File: src/rtl/logic_gate_pipe_if.sv
// Handshake bundle for logic_gate_pipe: operand-side valid/ready, result-side
// valid/ready, plus the completed-transfer counter.
interface logic_gate_pipe_if #(
  parameter int WIDTH = 8,
  parameter int NIN   = 2
);
  logic                   in_valid;
  logic                   in_ready;
  logic [NIN*WIDTH-1:0]   in_data;
  logic [2:0]             in_op;
  logic                   out_valid;
  logic                   out_ready;
  logic [WIDTH-1:0]       out_data;
  logic                   out_err;
  logic [15:0]            xfer_cnt;

  modport slave (
    input  in_valid, in_data, in_op, out_ready,
    output in_ready, out_valid, out_data, out_err, xfer_cnt
  );

  modport master (
    output in_valid, in_data, in_op, out_ready,
    input  in_ready, out_valid, out_data, out_err, xfer_cnt
  );
endinterface

File: src/rtl/logic_gate_pipe.sv
// Two-stage bitwise reduction pipe: S1 registers the operand set, S2 registers
// the reduced result. Each stage has its own valid bit; backpressure ripples back.
module logic_gate_pipe #(
  parameter int WIDTH = 8,
  parameter int NIN   = 2
) (
  input  logic              clk,
  input  logic              rst_n,
  logic_gate_pipe_if.slave  bus
);

  localparam logic [2:0] OP_AND  = 3'd0;
  localparam logic [2:0] OP_NAND = 3'd1;
  localparam logic [2:0] OP_OR   = 3'd2;
  localparam logic [2:0] OP_NOR  = 3'd3;
  localparam logic [2:0] OP_XOR  = 3'd4;
  localparam logic [2:0] OP_XNOR = 3'd5;
  localparam logic [2:0] OP_INV  = 3'd6;

  logic                 r_s1_valid;
  logic [NIN*WIDTH-1:0] r_s1_data;
  logic [2:0]           r_s1_op;
  logic                 r_s2_valid;
  logic [WIDTH-1:0]     r_s2_data;
  logic                 r_s2_err;
  logic [15:0]          r_xfer_cnt;

  logic                 w_in_xfer;
  logic                 w_out_xfer;
  logic                 w_s2_load;
  logic [WIDTH-1:0]     w_lane [NIN];
  logic [WIDTH-1:0]     w_and;
  logic [WIDTH-1:0]     w_or;
  logic [WIDTH-1:0]     w_xor;
  logic [WIDTH-1:0]     w_result;
  logic                 w_err;

  genvar gi;
  generate
    for (gi = 0; gi < NIN; gi++) begin : g_lane
      assign w_lane[gi] = r_s1_data[gi*WIDTH +: WIDTH];
    end
  endgenerate

  always_comb begin
    w_and = w_lane[0];
    w_or  = w_lane[0];
    w_xor = w_lane[0];
    for (int k = 1; k < NIN; k++) begin
      w_and = w_and & w_lane[k];
      w_or  = w_or  | w_lane[k];
      w_xor = w_xor ^ w_lane[k];
    end
  end

  always_comb begin
    w_result = '0;
    w_err    = 1'b0;
    case (r_s1_op)
      OP_AND:  w_result = w_and;
      OP_NAND: w_result = ~w_and;
      OP_OR:   w_result = w_or;
      OP_NOR:  w_result = ~w_or;
      OP_XOR:  w_result = w_xor;
      OP_XNOR: w_result = ~w_xor;
      OP_INV:  w_result = ~w_lane[0];
      default: w_err    = 1'b1;
    endcase
  end

  // S1 may refill in the same cycle it hands off, so a full draining pipe never bubbles.
  assign w_s2_load    = r_s1_valid && (!r_s2_valid || bus.out_ready);
  assign bus.in_ready = rst_n && (!r_s1_valid || !r_s2_valid || bus.out_ready);
  assign w_in_xfer    = bus.in_valid && bus.in_ready;
  assign w_out_xfer   = r_s2_valid && bus.out_ready;

  always_ff @(posedge clk) begin
    if (!rst_n) begin
      r_s1_valid <= 1'b0;
      r_s1_data  <= '0;
      r_s1_op    <= '0;
      r_s2_valid <= 1'b0;
      r_s2_data  <= '0;
      r_s2_err   <= 1'b0;
      r_xfer_cnt <= '0;
    end else begin
      if (w_in_xfer) begin
        r_s1_valid <= 1'b1;
        r_s1_data  <= bus.in_data;
        r_s1_op    <= bus.in_op;
      end else if (w_s2_load) begin
        r_s1_valid <= 1'b0;
      end

      if (w_s2_load) begin
        r_s2_valid <= 1'b1;
        r_s2_data  <= w_result;
        r_s2_err   <= w_err;
      end else if (w_out_xfer) begin
        r_s2_valid <= 1'b0;
      end

      if (w_out_xfer) begin
        r_xfer_cnt <= r_xfer_cnt + 16'd1;
      end
    end
  end

  assign bus.out_valid = r_s2_valid;
  assign bus.out_data  = r_s2_data;
  assign bus.out_err   = r_s2_err;
  assign bus.xfer_cnt  = r_xfer_cnt;

endmodule

File: src/flat_wrapper.sv
// flat-port wrapper written by rule: the top's interface ports become plain ports
module logic_gate_pipe_flat 
#(
  parameter int WIDTH = 8,
  parameter int NIN   = 2
)
  (clk, rst_n, bus_in_valid, bus_in_data, bus_in_op, bus_out_ready, bus_in_ready, bus_out_valid, bus_out_data, bus_out_err, bus_xfer_cnt);
  logic_gate_pipe_if #(.WIDTH(WIDTH), .NIN(NIN)) bus_i ();
  input  logic clk;
  input  logic rst_n;
  input wire logic [$bits(bus_i.in_valid)-1:0] bus_in_valid;
  input wire logic [$bits(bus_i.in_data)-1:0] bus_in_data;
  input wire logic [$bits(bus_i.in_op)-1:0] bus_in_op;
  input wire logic [$bits(bus_i.out_ready)-1:0] bus_out_ready;
  output wire logic [$bits(bus_i.in_ready)-1:0] bus_in_ready;
  output wire logic [$bits(bus_i.out_valid)-1:0] bus_out_valid;
  output wire logic [$bits(bus_i.out_data)-1:0] bus_out_data;
  output wire logic [$bits(bus_i.out_err)-1:0] bus_out_err;
  output wire logic [$bits(bus_i.xfer_cnt)-1:0] bus_xfer_cnt;
  assign bus_i.in_valid = bus_in_valid;
  assign bus_i.in_data = bus_in_data;
  assign bus_i.in_op = bus_in_op;
  assign bus_i.out_ready = bus_out_ready;
  assign bus_in_ready = bus_i.in_ready;
  assign bus_out_valid = bus_i.out_valid;
  assign bus_out_data = bus_i.out_data;
  assign bus_out_err = bus_i.out_err;
  assign bus_xfer_cnt = bus_i.xfer_cnt;
  logic_gate_pipe #(.WIDTH(WIDTH), .NIN(NIN)) u_core (.clk(clk), .rst_n(rst_n), .bus(bus_i));
endmodule
File: config.mk
export PLATFORM = sky130hd
export DESIGN_NAME = logic_gate_pipe_flat
export DESIGN_NICKNAME = d
export VERILOG_FILES = /design/src/rtl/logic_gate_pipe_if.sv /design/src/rtl/logic_gate_pipe.sv /design/src/flat_wrapper.sv
export SDC_FILE = /design/constraint.sdc
export NUM_CORES = 1
export LEC_CHECK = 0
export CORE_ASPECT_RATIO = 1.2
export CORE_MARGIN = 2
export CORE_UTILIZATION = 52
export CTS_CLUSTER_DIAMETER = 30
export DETAILED_ROUTE_END_ITERATION = 8
export MAX_ROUTING_LAYER = met4
export PLACE_DENSITY = 0.8
export RECOVER_POWER = 25
export SLEW_MARGIN = 20
export SYNTH_ARGS = -nofsm -noshare
export SYNTH_HDL_FRONTEND = slang
export SYNTH_SLANG_ARGS = --single-unit
File: constraint.sdc
create_clock -name clk -period 1.9 [get_ports clk]
set_input_delay 0.38 -clock clk [delete_from_list [all_inputs] [get_ports clk]]
set_output_delay 0.38 -clock clk [all_outputs]
set_load 0.01 [all_outputs]
=== After elaboration in Yosys (flattened, before gate mapping) ===
Index checks and enable logic that the tools add are counted.

* Reductions and logical operators: 13
* Add/sub/neg operators: 1
* Muxes and demuxes: 6
* Bitwise logic cells: 7
* Equal/unequal tests: 6

{| class="wikitable"
|+ Operators with widths
! cell !! number
|-
| 8-bit one-hot mux with 7 select lines || 1
|-
| 8-bit NOT || 4
|-
| 16-bit by 1-bit adder with 16-bit output (second input constant) || 1
|-
| 3-bit equality test (second input constant) || 3
|-
| 8-bit bitwise AND || 1
|-
| 8-bit bitwise OR || 1
|-
| 8-bit bitwise XOR || 1
|-
| 7-bit OR reduction || 1
|-
| 3-bit by 2-bit equality test with 1-bit output (second input constant) || 2
|-
| 1-bit two-way mux || 5
|-
| 1-bit logical AND || 4
|-
| 2-bit nonzero test || 2
|-
| 3-bit by 1-bit equality test with 1-bit output (second input constant) || 1
|-
| 3-bit logical NOT || 1
|-
| 1-bit logical OR || 3
|-
| 1-bit logical NOT || 2
|}

* Output and inout port bits: 27
* Register bits: 46
* Input port bits: 23

=== Longest topological paths before layout ===
Gate-level depths: netlist of run 1.

* Depth after elaboration: 6
* Mapped depth: 7

=== Worst setup path after synthesis of run 1 ===
OpenSTA, ideal clock, no wires.

* Path type: reg-to-reg
* From: register u_core.r_xfer_cnt[3], in the netlist u_core.bus.xfer_cnt[3]
* To: register u_core.r_xfer_cnt[15], in the netlist u_core.bus.xfer_cnt[15]
* Slack: 0.398 ns
* Required time: 1.785 ns
* Arrival time: 1.387 ns
* Cell stages (with the launch flop): 6
* Cell sequence: dfxtp_1 > nand4_4 > nor4_4 > nand4_1 > xnor2_1 > and2_1

* Word-level cells in the longest chain between the ends: 1

{| class="wikitable"
|+ RTL lines
! element !! line !! source
|-
| from (decl) || logic_gate_pipe.sv:26 || <nowiki>logic [15:0] r_xfer_cnt;</nowiki>
|-
| from (signal assigned) || logic_gate_pipe.sv:104 || <nowiki>r_xfer_cnt <= r_xfer_cnt + 16'd1;</nowiki>
|-
| 16-bit by 1-bit adder with 16-bit output || logic_gate_pipe.sv:104 ||
|}

No other way between the ends.
A chain may end at the register's enable or synchronous reset.

=== Worst setup path after layout of run 1 ===
* From: register u_core.r_xfer_cnt[3], in the netlist u_core.bus.xfer_cnt[3]
* To: output port bus_xfer_cnt[3]

{| class="wikitable"
|+ RTL lines
! element !! line !! source
|-
| to (decl) || flat_wrapper.sv:19 || <nowiki>output wire logic [$bits(bus_i.xfer_cnt)-1:0] bus_xfer_cnt;</nowiki>
|}

No word-level cell between the ends.

==> metrics, run 1 <==
period utilization=94.1%; CP Data Required Time=1.52 ns; fin area=3250 um2; final RePlAce weighted congestion=0.872; Area growth syn-to-layout=28.5%; Worst Min Path Start=u_core.bus.out_data[1]$_SDFFE_PN0P_; Yosys top cell by area=dfxtp_1; most frequent cell after synthesis=nand2_1; Worst path slowest cell=clkdlybuf4s50_1; peak supply drop=412 uV; Critical Path Source=u_core.bus.xfer_cnt[3]$_SDFFE_PN0P_; CP endpoint kind=output pin; # DRC=0; largest cells by area after synthesis=dfxtp_1, nand2_1, ha_1; first-pass GRT wire length=9330 um; total setup buffers inserted after CTS=0; power per cell area=655 nW/um2; max-capacitance violation count=0; critical path class=reg -> out; cells after synthesis=308; n_diodes=0; Max Fanout on Critical Path=6; Die Ht=80.4 um; unrepaired setup endpoints after global routing=no; clk buf depth=2; Root Buffer=clkbuf_8; cell area after synthesis=2530 um2; antenna violations before repair=0; share of layout cells above drive strength 1=9.07%; # IOs=50; post-synthesis cell type count=45; Top Family by Delay on Critical Path=buffers and inverters; Worst Path Arrival=1.41 ns; critical path launch point type=register; DP Wirelength=4080 um; min cycle time layout=1.79 ns; H-Tree Depth=2; DR WL/cell=13.1 um; initial core utilization=54.7%; die area=5450 um2; clk slew on worst S/H paths=0.08 ns; register area share after synthesis=36.4%; final WL=5520 um; number of global-route vias before repair=2155; PortBufs=49; post-detailed-route count of antenna-violating nets=0; final design utilization=70.3%; Synth Flop Type=dfxtp_1; vias post-DR=2216; Async S/R FF share, synth=0%; slew of the pin with the lowest slew margin=0.575 ns; DRT iter0 DRCs=126; status=completed; First-pass DRT Iterations=4; synth cell count leaders=nand2_1, dfxtp_1, nand3_1; clk_skew=0.00465 ns; NumNets Final=403; Final Hold Viols=0; Core ar.=4630 um2; clk_lat worst skew=0.29 ns; crit-path max cell delay=0.60 ns; fmax=0.559 GHz; Worst Path Buf+Inv=1; critical-path cell list=clkdlybuf4s50_1; total global routing overflow=0; Slew HR=61.6%; Placed Area=3160 um2; synth warn=0; drt via density=5.25; Hold Path Class=reg -> reg; Mean Syn Cell Area=8.22 um2; CTS hold repair buffers=0; #FFs+latches synth=46; Leak Pwr=1.37 nW; post-synth top area share=36.4%; largest net degree at the start of global routing=27; Filler cells=380; EDFF count, synth=0; syn_nets=348; Setup violations, final=0; Total GRT Usage=22.9%; CTS tree=built; Num CTS Buffers=5; # clock sinks=46; fin. max-slew vios=0; Cell Rows=27; die width=67.7 um; worst r2r src=u_core.r_s1_op[2]$_SDFFE_PN0P_
timing repair:
item	CTS	global route
gates resized for setup	1	1
endpoints found under the setup margin	1	1
endpoints found under the hold margin	0	0
flip-flops by register name, indices dropped and copies added (netlist names):
register and flops:
u_core.r_s1_data 16, u_core.bus.out_err 1, u_core.bus.out_data 8, u_core.r_s1_op 3, u_core.r_s1_valid 1, u_core.bus.xfer_cnt 16
u_core.bus.out_valid 1
area by class of cell:
| type | instances | area [um2] | area share (%) |
|---|---|---|---|
| tap | 58 | 72.6 | 2.23 |
| sequential | 46 | 921 | 28.3 |
| clock buffer | 6 | 72.6 | 2.23 |
| timing repair buffer | 65 | 622 | 19.1 |
| inverter | 18 | 67.6 | 2.08 |
| clock inverter | 2 | 37.5 | 1.15 |
| multi-input combinational | 227 | 1460 | 44.9 |
final timing paths:
| check | to | slack, ns | cells past startpoint |
|---|---|---|---|
| worst max-delay path | bus_xfer_cnt[3] | 0.11 | 1 |
| worst max register to register | u_core.bus.out_data[5]$_SDFFE_PN0P_ | 0.19 | 6 |
| worst min register to register | u_core.bus.out_data[1]$_SDFFE_PN0P_ | 0.44 | 2 |
| worst min-delay path | u_core.bus.out_data[1]$_SDFFE_PN0P_ | 0.44 | 2 |
routing by layer:
layer  global-route usage, %  routed length, um  up-vias  share of wire (%)
li1                        -                  -     1144                  -
met3                    4.62                275        6                5.0
met2                    39.4               2760       55                 50
met5                       -                  0        -                  0
met1                    25.4               2410     1011                 44
met4                    9.59                 70        0                1.3
cell usage in the layout (no fill, tap or decap), types with 8 or more instances in the layout:
cell and instances:
ha_1 17, a21oi_1 12, nand2_1 66, inv_1 18
nand3_1 25, clkdlybuf4s50_1 46, dfxtp_1 46, nor2_1 8
buf_4 14, and2_1 14, xnor2_1 11
cells by family after synthesis:
family | Yosys count | share of synthesized area (%)
xor gates and xnor gates | 15 | 5.19
adders and majority gates | 17 | 8.40
and+or+nand+nor | 145 | 29.6
AOI/OAI and AO/OA | 42 | 11.1
muxes | 8 | 3.46
DFF | 46 | 36.4
buffers and inverters | 35 | 5.93
where the power goes:
part           switching, mW  internal (mW)  leakage (nW)
registers             0.0486           1.01         0.376
clock network          0.329          0.393        0.0514
logic                  0.167          0.187         0.944
total                  0.545           1.59          1.37
metrics by stage:
stage	hold slack, ns	TNS [ns]	power [mW]	setup slack (ns)	instances
detailed placement	0.435	-1.03	1.43	-0.178	414
global route	0.457	0	2.25	0.0520	422
CTS	0.448	0	2.15	0.0190	422
global placement	0.431	-0.526	1.42	-0.120	414
floorplan	0.451	0	1.28	0.398	308
finish	0.444	0	2.13	0.112	422
No activity file was read; power rests on OpenSTA's default activity.
==> inputs of run 2 (changes only) <==
CORE_MARGIN = not set   (was 2)
==> metrics, run 2 (same netlist as run 1, synthesis figures left out) <==
Slew HR=64.2%; commonest non-fill, non-tap cell in the layout=nand2_1; Max Fanout on Critical Path=2; Hold WS=0.451 ns; fmax=0.568 GHz; register-to-register setup slack=0.24 ns; min cycle time layout=1.76 ns; critical path launch point type=primary input; power after layout=2.14 mW; # DRC=0; CTS tree=built; max-capacitance violation count=0; DP Wirelength=3830 um; largest net degree at the start of global routing=27; critical-path cell list=dlygate4sd3_1, and2_1, dlygate4sd2_1; drt via density=5.20; Num CTS Buffers=5; vias post-DR=2188; Worst Path Arrival=1.38 ns; Die Ht=78.4 um; final WL=5200 um; Worst path slowest cell=dlygate4sd3_1; clk_lat worst skew=0.30 ns; share of layout cells above drive strength 1=9.09%; slew of the pin with the lowest slew margin=0.536 ns; H-Tree Depth=2; die width=65.7 um; number of global-route vias before repair=2006; status=completed; NumNets Final=402; power per cell area=655 nW/um2; unrepaired setup endpoints after global routing=no; crit-path max cell delay=0.57 ns; period utilization=92.7%; Area growth syn-to-layout=29.1%; PortBufs=49; initial core utilization=54.7%; fin. max-slew vios=0; # IOs=50; Setup violations, final=0; Cell Rows=27; First-pass DRT Iterations=4; die area=5150 um2; clk_skew=0.00656 ns; DRT iter0 DRCs=91; Final Hold Viols=0; clk slew on worst S/H paths=0.09 ns; Core ar.=4630 um2; clk buf depth=2; Total GRT Usage=22.0%; Root Buffer=clkbuf_8; Top Family by Delay on Critical Path=buffers and inverters; CP Data Required Time=1.52 ns; post-detailed-route count of antenna-violating nets=0; total global routing overflow=0; Hold Path Class=reg -> reg; # clock sinks=46; antenna violations before repair=0; final RePlAce weighted congestion=0.790; first-pass GRT wire length=8710 um; peak supply drop=401 uV; Leak Pwr=1.37 nW; most frequent cells in the layout=nand2_1, clkdlybuf4s50_1, dfxtp_1; DR WL/cell=12.4 um; n_diodes=0; CP endpoint kind=output pin; critical path class=in -> out; Filler cells=383; Worst Path Buf+Inv=2
-- run 2: changes by cell type in the layout (fill, tap and decap cells not counted), sizes merged --
cell | previous run | this run
buf | 15 | 14
clkinv | 0 | 1
clkbuf | 7 | 6
inv | 18 | 19
clkinvlp | 1 | 0
-- run 2: where the power goes --
part | total [mW] | internal, mW | switching (mW)
Clock | 0.734 | 0.394 | 0.339
Combinational | 0.355 | 0.191 | 0.164
Sequential | 1.05 | 1.01 | 0.0465
-- run 2: path summary, 6_finish.rpt --
path	start	endpoint	cells past startpoint
worst max register to register	u_core.r_s1_op[2]$_SDFFE_PN0P_	u_core.bus.out_data[6]$_SDFFE_PN0P_	6
worst min-delay path	u_core.bus.out_data[1]$_SDFFE_PN0P_	u_core.bus.out_data[1]$_SDFFE_PN0P_	2
worst max-delay path	rst_n	bus_in_ready	3
worst min register to register	u_core.bus.out_data[1]$_SDFFE_PN0P_	u_core.bus.out_data[1]$_SDFFE_PN0P_	2
-- run 2: stage by stage --
| stage | util, % | std cells | setup TNS [ns] | instance area, um2 | worst slack (ns) |
|---|---|---|---|---|---|
| after floorplan | - | 308 | 0 | 2530 | 0.398 |
| after global placement | 68.2 | 412 | -0.543 | 3160 | -0.128 |
| after detailed placement | 68.2 | 412 | -0.815 | 3160 | -0.187 |
| after CTS | 70.6 | 420 | 0 | 3270 | 0.0425 |
| after global routing | 70.6 | 421 | 0 | 3270 | 0.0823 |
| final | 70.6 | 421 | 0 | 3270 | 0.139 |
-- run 2: tightest hold or removal path: stages, from the launching register on --
cell	delay [ns]
dfxtp_1	0.32
nand2_1	0.05
nand2_1	0.04
-- run 2: area by class of cell --
cell class	instances	area, um2	share of cell area, %
flip-flops and latches	46	921	28.2
clock inverters	3	43.8	1.34
repair buffers	64	642	19.6
inverters	18	67.6	2.07
multi-input cells	227	1450	44.4
clock buffers	5	68.8	2.11
well taps	58	72.6	2.22
-- run 2: layer usage --
layer  global-route usage [%]  share of wire (%)
met5                        -                  0
met4                     6.96                1.4
met3                     4.51                3.7
met2                     37.1                 49
met1                     25.7                 46
-- run 2: what timing repair did --
item | CTS | global route
gates resized for setup | 1 | 1
hold buffers | 0 | 0
buffers inserted | 0 | 1
endpoints found under the setup margin | 1 | 1
pin swaps | 0 | 0
==> variant 1 (settings of run 2) <==
`NIN` is set to 2 in 3 places; all go to 4.
--- a/src/rtl/logic_gate_pipe_if.sv
+++ b/src/rtl/logic_gate_pipe_if.sv
@@ -2,7 +2,7 @@
 // valid/ready, plus the completed-transfer counter.
 interface logic_gate_pipe_if #(
   parameter int WIDTH = 8,
-  parameter int NIN   = 2
+  parameter int NIN   = 4
 );
   logic                   in_valid;
   logic                   in_ready;
--- a/src/rtl/logic_gate_pipe.sv
+++ b/src/rtl/logic_gate_pipe.sv
@@ -2,7 +2,7 @@
 // the reduced result. Each stage has its own valid bit; backpressure ripples back.
 module logic_gate_pipe #(
   parameter int WIDTH = 8,
-  parameter int NIN   = 2
+  parameter int NIN   = 4
 ) (
   input  logic              clk,
   input  logic              rst_n,
--- a/src/flat_wrapper.sv
+++ b/src/flat_wrapper.sv
@@ -2,7 +2,7 @@
 module logic_gate_pipe_flat 
 #(
   parameter int WIDTH = 8,
-  parameter int NIN   = 2
+  parameter int NIN   = 4
 )
   (clk, rst_n, bus_in_valid, bus_in_data, bus_in_op, bus_out_ready, bus_in_ready, bus_out_valid, bus_out_data, bus_out_err, bus_xfer_cnt);
   logic_gate_pipe_if #(.WIDTH(WIDTH), .NIN(NIN)) bus_i ();
Ports: changed (resized bus_in_data); port bits go from 50 to 66. No check against the original RTL was run, so the function may have changed too.
==> variant 1 against run 2 <==
  * Routed wire length is 36% higher
  * Power is 46% higher
  * Sequential cell count is 16 higher
  * Final area is 28% higher
  * Area after synthesis is 28% higher
  * Maximum frequency is 2.0% lower
  * Sequential power is 36% higher
  * Setup slack worse by 36 ps
  * Via count is 28% higher
  * Critical path type is now flop to flop
  * Critical endpoint is now u_core.bus.out_data[0]
  * Largest power group unchanged
==> variant 1: results (changes against run 2) <==
hold wc startpoint=u_core.bus.out_err (was u_core.bus.out_data[1]); final cell count without fillers=536 (was 421); Slew headroom=62.2% (was 64.2%); clock-pin slew on the worst setup and hold paths=70 ps (was 90 ps); Multi-input gate area=1830 µm² (was 1450 µm²); DRT iter0 DRCs=136 (was 91); largest net degree at the start of global routing=31 (was 27); CLK BUF=12 (was 5); synth unique cells=36 (was 45); top post-synthesis cells by count=nand2_1 (70), dfxtp_1 (62), nor2_1 (24) (was nand2_1 (66), dfxtp_1 (46), nand3_1 (25)); Non-CTS buffers=79 (was 64); R2R depth=7 (was 6); Peak VDD IR=0.376 mV (was 0.401 mV); synthesized area per cell=8.58 µm² (was 8.22 µm²); status=finished, final reports clean (unchanged); Final clock-cell share=4.78% (was 3.45%); nets@finish=505 (was 402); first-pass GRT wire length=11,800 µm (was 8710 µm); Worst Clk Skew=6.69 ps (was 6.56 ps); Inst Count DP=520 (was 412); Placer Congestion=0.798 (was 0.790); GRT Total Usage=24.1% (was 22.0%); Fillers=483 (was 383); syn nets=434 (was 348); signal buffers share of area=17.8% (was 19.6%); vias in the first global route=2,625 (was 2,006); DP Area=4020 µm² (was 3160 µm²); non-clock inverter count=19 (was 18); Seq/Total Area, Yosys=38.3% (was 36.4%); slowest stage delay, CP=360 ps (was 570 ps); #MultiIn Comb=278 (was 227); clock buffer count from CTS=9 (was 5); depth of the CTS H-tree=3 (was 2); area share of xor/xnor cells in the synthesized design=7.29% (was 5.19%); pre-CTS setup slack=-128 ps (was -187 ps); Worst R2R Start=u_core.r_s1_data[0] (was u_core.r_s1_op[2]); register area=1240 µm² (was 921 µm²); P&R area growth vs syn=29.3% (was 29.1%); Synth area leaders=dfxtp_1 (38%), nand2_1 (8.1%), ha_1 (6.6%), o31ai_2 (5.8%), mux2i_1 (4.9%) (was dfxtp_1 (36%), nand2_1 (9.8%), ha_1 (8.4%), nand3_1 (4.9%), and2_1 (4.0%)); slowest CP cell=dfxtp_1 (was dlygate4sd3_1); Post-Syn Area=3240 µm² (was 2530 µm²); Via Count=2,798 (was 2,188); Worst Path Max Fanout=3 (was 2); Synth Area in Compound Gates=15.6% (was 11.1%)
## variant 1: cell count changes after synthesis, sizes merged, moves of 8 or more
cell | before | now
and2 | 17 | 3
o21ai | 8 | 20
xor2 | 4 | 16
nor2 | 9 | 24
a32o | 0 | 8
a21oi | 12 | 24
o31ai | 0 | 17
mux2i | 2 | 16
dfxtp | 46 | 62
## variant 1: worst paths after layout
path	to	slack [ps]
max	u_core.bus.out_data[0]	100
min	u_core.bus.out_err	450
max reg2reg	u_core.bus.out_data[0]	100
min reg2reg	u_core.bus.out_err	450
## variant 1: layer usage
metal,global-route usage (%),up-vias,wire [µm]
met5,-,-,0
met4,10.3,0,114
met3,6.04,13,377
met2,38.3,61,3310
met1,28.9,1302,3260
li1,-,1422,-
## variant 1: power by group
group	switching [mW]	internal (mW)
Combinational	0.257	0.274
Clock	0.496	0.671
Sequential	0.0612	1.37
==> variant 2 (config.mk and constraints of run 2) <==
Made on the original files. Make the reset (`rst_n`) asynchronous in one clocked block.
--- a/src/rtl/logic_gate_pipe.sv
+++ b/src/rtl/logic_gate_pipe.sv
@@ -74,7 +74,7 @@
   assign w_in_xfer    = bus.in_valid && bus.in_ready;
   assign w_out_xfer   = r_s2_valid && bus.out_ready;
 
-  always_ff @(posedge clk) begin
+  always_ff @(posedge clk or negedge rst_n) begin
     if (!rst_n) begin
       r_s1_valid <= 1'b0;
       r_s1_data  <= '0;
Check against the original RTL: differs if rst_n is asserted again (counterexample within 4 cycles, from zero or initial values and one cycle with rst_n low); with rst_n held inactive, the same outputs for 10 cycles.
==> variant 2 against run 2 <==
  * Sequential cell count unchanged
  * Routed wire length is 4.4% lower
  * Die area grew 1.3%
  * Largest cell class unchanged
  * Highest routed layer unchanged
  * Via count down 14%
  * Count of clock-buffer cells in the layout is 2 higher
  * Setup slack worse by 32 ps
  * Final area grew 0.19%
  * Critical endpoint unchanged
  * Area after synthesis increased by 1.3%
Power is not compared: it rests on default switching activity, and its combinational part moved more than twofold at a synthesized area within 25%.
==> variant 2: results (changes against run 2) <==
met3 WL=212 µm (was 191 µm); largest net degree at the start of global routing=47 (was 27); nets@finish=326 (was 402); CP Data Arrival Time=1410 ps (was 1380 ps); Routed WL=4980 µm (was 5200 µm); first-pass GRT wire length=8380 µm (was 8710 µm); Seq/Total Area, Yosys=44.9% (was 36.4%); DP HPWL=3630 µm (was 3830 µm); DP Area=3190 µm² (was 3160 µm²); GRT Total Usage=21.6% (was 22.0%); Synth Area in Compound Gates=8.14% (was 11.1%); Post-Synth Adder-Cell Area=8.29% (was 8.40%); Fillers=382 (was 383); vias in the first global route=1,885 (was 2,006); top post-synthesis cells by count=dfrtp_1 (46), xnor2_1 (19), inv_1 (18), mux2_2 (18), ha_1 (17) (was nand2_1 (66), dfxtp_1 (46), nand3_1 (25)); DRT iter0 DRCs=93 (was 91); layout cells sized above 1=17.4% (was 9.09%); Syn Inst Count=224 (was 308); Inst Count DP=337 (was 412); Placer Congestion=0.765 (was 0.790); drt pass-1 iters=6 (was 4); area share of xor/xnor cells in the synthesized design=9.56% (was 5.19%); Synth async-reset ratio=100% (was 0%); status=finished, final reports clean (unchanged); Worst Clk Skew=12.3 ps (was 6.56 ps); synth unique cells=40 (was 45); Synth area leaders=dfrtp_1 (45%), ha_1 (8.3%), mux2_2 (7.9%), xnor2_1 (6.5%), xor2_1 (3.1%) (was dfxtp_1 (36%), nand2_1 (9.8%), ha_1 (8.4%), nand3_1 (4.9%), and2_1 (4.0%)); number of diodes=0 (unchanged); Vias/cell=5.45 (was 5.20); met1 WL=2180 µm (was 2400 µm); multiplexer share of the synthesized area=11.0% (was 3.46%); Top FF cell, synth=dfrtp_1 (was dfxtp_1); Slew headroom=24.0% (was 64.2%); wire length on met2=2510 µm (was 2540 µm); Hold Crit Class=input pin to asynchronous set/reset pin (was flop to flop); final core utilization=70.2% (was 70.6%)
## variant 2: layout make-up
type	count	area share, %
Timing Repair Buffer	64	18.9
Clock inverter	1	0.153
Sequential cell	46	35.2
Multi-Input combinational cell	151	38.9
Tap cell	58	2.22
Inverter	18	2.06
Clock buffer	7	2.64
## variant 2: cell families after synthesis
kind of cell / Yosys count
AO/OA/AOI/OAI: 24
XOR/XNOR: 28
adder cells (fa/ha/maj): 17
buffers and inverters: 27
flip-flops: 46
multiplexers: 25
AND/OR/NAND/NOR: 57
## variant 2: repair_timing
item	CTS	global route
hold endpoints to repair	0	0
setup endpoints to repair	1	0
buffers inserted	0	0
resized for setup	1	0
## variant 2: final timing paths
path	from	cells after the start	to	slack (ps)
max	bus_out_ready	4	bus_in_ready	110
min	rst_n	2	u_core.bus.out_data[3]	480
max reg2reg	u_core.r_s1_op[2]	5	u_core.bus.out_data[4]	290
min reg2reg	u_core.bus.xfer_cnt[15]	1	u_core.bus.xfer_cnt[15]	490
max in group asynchronous	rst_n	2	u_core.bus.xfer_cnt[15]	710
min in group clk	u_core.bus.xfer_cnt[15]	1	u_core.bus.xfer_cnt[15]	490
## variant 2: where the power goes
| part | internal, mW | leakage (nW) | total (mW) | switching [mW] |
|---|---|---|---|---|
| registers | 1.19 | 0.573 | 1.42 | 0.225 |
| logic | 0.709 | 0.870 | 1.22 | 0.516 |
| clock network | 0.294 | 0.0482 | 0.615 | 0.322 |
| total | 2.19 | 1.49 | 3.26 | 1.06 |
## variant 2: layer usage
layer  vias to the layer above  track usage, %
met5                         -               -
met4                         0            7.66
met3                         9            5.03
met2                        47            35.8
met1                       930            25.4
li1                        895               -
## variant 2: worst max-delay path, stage by stage
cell,delay [ps]
clkdlybuf4s50_1,410
nand3b_1,180
and2_4,170
dlygate4sd2_1,270
